File: src/rtl/score_pkg.sv
// Shared constants for the dino-game score keeper:
// game-state encodings and active-low 7-segment glyphs.
package score_pkg;

  localparam logic [1:0] GAME_INIT  = 2'd0;
  localparam logic [1:0] GAME_START = 2'd1;
  localparam logic [1:0] GAME_END   = 2'd2;
  localparam logic [1:0] GAME_RESET = 2'd3;

  // Segment order {g,f,e,d,c,b,a}, low = lit
  localparam logic [6:0] ZERO  = 7'b1000000;
  localparam logic [6:0] ONE   = 7'b1111001;
  localparam logic [6:0] TWO   = 7'b0100100;
  localparam logic [6:0] THREE = 7'b0110000;
  localparam logic [6:0] FOUR  = 7'b0011001;
  localparam logic [6:0] FIVE  = 7'b0010010;
  localparam logic [6:0] SIX   = 7'b0000010;
  localparam logic [6:0] SEVEN = 7'b1111000;
  localparam logic [6:0] EIGHT = 7'b0000000;
  localparam logic [6:0] NINE  = 7'b0010000;
  localparam logic [6:0] NONE  = 7'b1111111;

endpackage

File: src/rtl/seg7_decode.sv
// One BCD digit to active-low 7-segment pattern;
// non-BCD codes blank the digit.
module seg7_decode
  import score_pkg::*;
(
  input  logic [3:0] bcd,
  output logic [6:0] seg
);

  always_comb begin
    seg = NONE;
    case (bcd)
      4'd0: seg = ZERO;
      4'd1: seg = ONE;
      4'd2: seg = TWO;
      4'd3: seg = THREE;
      4'd4: seg = FOUR;
      4'd5: seg = FIVE;
      4'd6: seg = SIX;
      4'd7: seg = SEVEN;
      4'd8: seg = EIGHT;
      4'd9: seg = NINE;
      default: seg = NONE;
    endcase
  end

endmodule

File: src/rtl/score_keeper.sv
// BCD score / high-score tracker with record blink
// and a multi-digit active-low 7-segment output.
module score_keeper
  import score_pkg::*;
#(
  parameter int DIGITS          = 4,
  parameter int TICKS_PER_POINT = 36,
  parameter int BLINK_HALF      = 8,
  parameter int LZ_BLANK        = 0
) (
  input  logic                  game_clk,
  input  logic                  rst,
  input  logic [1:0]            game_state,
  input  logic                  mode,
  output logic [4*DIGITS-1:0]   score_bcd,
  output logic [4*DIGITS-1:0]   high_bcd,
  output logic                  score_tick,
  output logic                  new_record,
  output logic [7*DIGITS-1:0]   display_all
);

  localparam int W  = 4 * DIGITS;
  localparam int TW = $clog2(TICKS_PER_POINT);
  localparam int BW = $clog2(2 * BLINK_HALF);

  localparam logic [TW-1:0] TMAX = TW'(TICKS_PER_POINT - 1);
  localparam logic [BW-1:0] BMAX = BW'(2 * BLINK_HALF - 1);
  localparam logic [BW-1:0] BHLF = BW'(BLINK_HALF);
  localparam logic [W-1:0]  NINES = {DIGITS{4'h9}};

  logic [TW-1:0] tick;
  logic [BW-1:0] blink;
  logic [W-1:0]  inc;
  logic          carry;
  logic          all_nines;

  // Ripple the +1 through every digit in a single cycle
  always_comb begin
    inc   = score_bcd;
    carry = 1'b1;
    for (int i = 0; i < DIGITS; i++) begin
      if (carry) begin
        if (score_bcd[4*i +: 4] == 4'd9) begin
          inc[4*i +: 4] = 4'd0;
        end else begin
          inc[4*i +: 4] = score_bcd[4*i +: 4] + 4'd1;
          carry = 1'b0;
        end
      end
    end
  end

  assign all_nines = (score_bcd == NINES);

  always_ff @(posedge game_clk or posedge rst) begin
    if (rst) begin
      score_bcd  <= '0;
      high_bcd   <= '0;
      tick       <= '0;
      blink      <= '0;
      score_tick <= 1'b0;
      new_record <= 1'b0;
    end else begin
      score_tick <= 1'b0;
      case (game_state)
        GAME_START: begin
          blink <= '0;
          if (tick == TMAX) begin
            tick <= '0;
            if (!all_nines) begin
              score_bcd  <= inc;
              score_tick <= 1'b1;
            end
          end else begin
            tick <= tick + TW'(1);
          end
        end
        GAME_END: begin
          if (score_bcd > high_bcd) begin
            high_bcd   <= score_bcd;
            new_record <= 1'b1;
          end
          if (new_record)
            blink <= (blink == BMAX) ? '0 : blink + BW'(1);
          else
            blink <= '0;
        end
        default: begin
          score_bcd  <= '0;
          tick       <= '0;
          blink      <= '0;
          new_record <= 1'b0;
        end
      endcase
    end
  end

  logic [W-1:0]          src;
  logic [7*DIGITS-1:0]   raw;
  logic                  blank_all;
  logic                  keep;

  assign src       = mode ? high_bcd : score_bcd;
  assign blank_all = (blink >= BHLF);

  for (genvar g = 0; g < DIGITS; g++) begin : g_dec
    seg7_decode u_dec (
      .bcd (src[4*g +: 4]),
      .seg (raw[7*g +: 7])
    );
  end

  // Scan from the top digit down; once a nonzero digit is seen, show the rest
  always_comb begin
    display_all = raw;
    keep        = 1'b0;
    for (int i = DIGITS - 1; i >= 0; i--) begin
      keep = keep || (src[4*i +: 4] != 4'd0) || (i == 0);
      if (blank_all || (LZ_BLANK != 0 && !keep))
        display_all[7*i +: 7] = NONE;
    end
  end

endmodule

File: config.mk
export PLATFORM = sky130hd
export DESIGN_NAME = score_keeper
export DESIGN_NICKNAME = d
export VERILOG_FILES = /design/src/rtl/score_pkg.sv /design/src/rtl/seg7_decode.sv /design/src/rtl/score_keeper.sv
export SDC_FILE = /design/constraint.sdc
export NUM_CORES = 1
export LEC_CHECK = 0
export BUFFER_PORTS_ARGS = -buffer_cell sky130_fd_sc_hd__buf_2
export CAP_MARGIN = 20
export CORE_MARGIN = 8
export CORE_UTILIZATION = 45
export CTS_CLUSTER_DIAMETER = 80
export DETAILED_ROUTE_END_ITERATION = 8
export PLACE_DENSITY = 0.67
export SKIP_CTS_REPAIR_TIMING = 1
export SLEW_MARGIN = 20
export SYNTH_ARGS = -nofsm -noshare
export SYNTH_HDL_FRONTEND = slang
export SYNTH_SLANG_ARGS = --single-unit
File: constraint.sdc
create_clock -name game_clk -period 4.4 [get_ports game_clk]
set_input_delay 0.66 -clock game_clk [delete_from_list [all_inputs] [get_ports game_clk]]
set_output_delay 0.66 -clock game_clk [all_outputs]
set_load 0.01 [all_outputs]
==> key figures <==
Routing
  – WL/cell: roughly 15 microns
  – First-pass iteration count of the detailed router: 4
  – DRC viols: 0
  – Initial DRC Count: ~130
  – Via density: roughly 5.5
  – DRT antenna net count: 0
  – DRT Wirelength: slightly below 9 mm
  – Vias: 3,166

Global route
  – First-pass GRT wire length: 14.5 mm
  – Vias in the first global route: 3,020
  – Antenna violations before repair: 0
  – Total global routing overflow: 0
  – Largest net degree at the start of global routing: 45
  – Total Routing Usage GR: 14.9%

Timing
  – Final setup fails: 0
  – Pins Over Slew Limit: 0
  – Setup TNS: 0 ps
  – Unrepaired setup endpoints after global routing: no
  – Final hold vios: 0
  – Min cycle time layout: 3320 ps
  – Normalized max-slew margin: a little over two fifths
  – Setup ws final: 1080 ps
  – Slew @ Worst Pin: 859 ps
  – Fmax achieved: 301 MHz
  – WHS: around 480 ps
  – Fin crit share: 75.5%
  – Final Skew: 7.56 ps

Floorplanning
  – I/O pin count: 67
  – Die Wd: approximately 110 microns
  – Core Area: slightly above 8000 sq um
  – Die height: 107 microns
  – Die ar.: between 10,000 and 15,000 sq um
  – # rows: 33
  – Starting Density: a little under half

Finish
  – Commonest non-fill, non-tap cell in the layout: buf_2
  – Nets@finish: 523
  – Layout cells sized above 1: ~22%
  – Diodes inserted: 0
  – Commonest non-fill, non-tap cells in the layout: buf_2 (66), ha_1 (47), dfrtp_1 (44)
  – Layout area overhead: 13.7%

Synthesis
  – Dominant synthesized flop cell: dfrtp_1
  – Cell area after synthesis: 3700 sq um
  – Mapped Nets: 460
  – Post-synth EDFFs: 0
  – Mean Syn Cell Area: 9.07 sq um
  – Synth Register Bits: 44
  – Ys async rst share: 100%
  – Warnings from Yosys: 0
  – Register area share after synthesis: 29.7%
  – Mapped Cells: ~410
  – Yosys cell types: 51

Critical path
  – CP Max Fanout: 24
  – Crit Path Category: in -> out
  – Worst setup SP type: primary input
  – WP data arrival: 2660 ps
  – Crit end category: output port
  – Required time worst endpoint: 3740 ps

Worst hold path
  – Tightest Hold Check Type: in -> async

Placed design
  – Port Buffer Count: 66
  – RePlAce Congestion: about 0.89
  – HPWL Detailed: 6.57 mm
  – Post-place setup slack: 1070 ps

Clock tree
  – Root buf cell: clkbuf_8
  – CTS tree: yes
  – Htree depth: 2
  – Num CTS Buffers: 5
  – Clock buffer depth: 2
  – Reg clk slew, reported paths: 80 ps
  – Clock Latency Late Sink: 300 ps
  – # clock sinks: 44

Power and ir drop
  – Design Power: 862 uW
  – Power Density: 205 nW/um^2
  – VDD IR max: 0.131 mV
  – Leakage power: approximately 0.0022 uW

Outcome
  – Status: finished, final reports clean

Job
  – Max Cap Viol: 0
per-layer routing:
| metal | vias up | routed length (microns) | track usage, % | share of wire (%) |
|---|---|---|---|---|
| met3 | 12 | 421 | 3.00 | 4.9 |
| met2 | 66 | 4000 | 25.0 | 46 |
| met5 | - | 0 | 0 | 0 |
| met4 | 0 | 129 | 4.42 | 1.5 |
| met1 | 1488 | 4130 | 19.0 | 48 |
| li1 | 1600 | - | - | - |
area by class of cell:
cell class / instances / area (sq um)
inverters: 35 / 131
clock inverters: 3 / 18.8
fillers: 770 / 3880
well taps: 105 / 131
multi-input cells: 317 / 2410
repair buffers: 68 / 345
flip-flops and latches: 44 / 1100
clock buffers: 5 / 68.8
worst max-delay path, cell delays in order:
cell	delay, ps
buf_2	470
mux2i_1	510
inv_1	180
ha_1	250
a21oi_1	120
a21oi_1	50
or2_2	270
buf_2	140
path summary, 6_finish.rpt:
path	from	end	slack [ps]	cells after the start
setup / recovery	mode	display_all[23]	1080	8
hold reg to reg	blink[0]$_DFF_PP0_	blink[0]$_DFF_PP0_	500	1
min in group game_clk	blink[0]$_DFF_PP0_	blink[0]$_DFF_PP0_	500	1
hold / removal	rst	blink[2]$_DFF_PP0_	480	3
max in group asynchronous	rst	high_bcd[11]$_DFFE_PP0P_	3530	3
setup reg to reg	score_bcd[11]$_DFFE_PP0P_	high_bcd[12]$_DFFE_PP0P_	1750	5
registers in the layout, indices dropped and copies added, names as in the netlist:
register and flops:
new_record 1, blink 4, score_tick 1, tick 6
score_bcd 16, high_bcd 16
Yosys cell counts (4+ instances only):
library cell	instances	area (sq um)
o31ai_1	4	30.0
a21oi_1	26	130
a21o_1	14	105
o22ai_1	5	31.3
mux2i_1	24	240
nand3_1	13	65.1
nand2_1	33	124
mux2_4	5	75.1
nand3b_1	4	30.0
inv_1	35	131
o21ai_0	27	135
or3_1	4	25.0
mux2_2	15	169
clkbuf_1	8	30.0
nor2_1	26	97.6
dfrtp_1	44	1100
nand4_1	5	31.3
nand2b_1	10	62.6
o21bai_1	4	30.0
ha_1	47	588
or4_1	4	30.0
power by group:
group	leakage (uW)	switching, uW	internal, uW
Clock	0.0000479	144	111
Sequential	0.000595	13.7	414
Combinational	0.00158	106	73.4
Total	0.00223	263	598
metrics by stage:
step,instance area (sq um),cells,util [%]
2_1_floorplan,3700,408,-
3_3_place_gp,4120,569,50.9
3_5_place_dp,4120,569,50.9
4_1_cts,4210,577,52.0
5_1_grt,4210,577,52.0
6_report,4210,577,52.0
logic make-up (layout without fill, tap and decap cells):
| group | count (synthesis) | in the layout | synth area share, % |
|---|---|---|---|
| xor+xnor | 4 | 4 | 0.946 |
| compound gates | 103 | 103 | 18.2 |
| buf+inv | 47 | 111 | 5.07 |
| fa+ha+maj | 47 | 47 | 15.9 |
| simple gates | 119 | 119 | 17.1 |
| mux | 44 | 44 | 13.1 |
| flops | 44 | 44 | 29.7 |
Power figures use the tool's default switching activity.
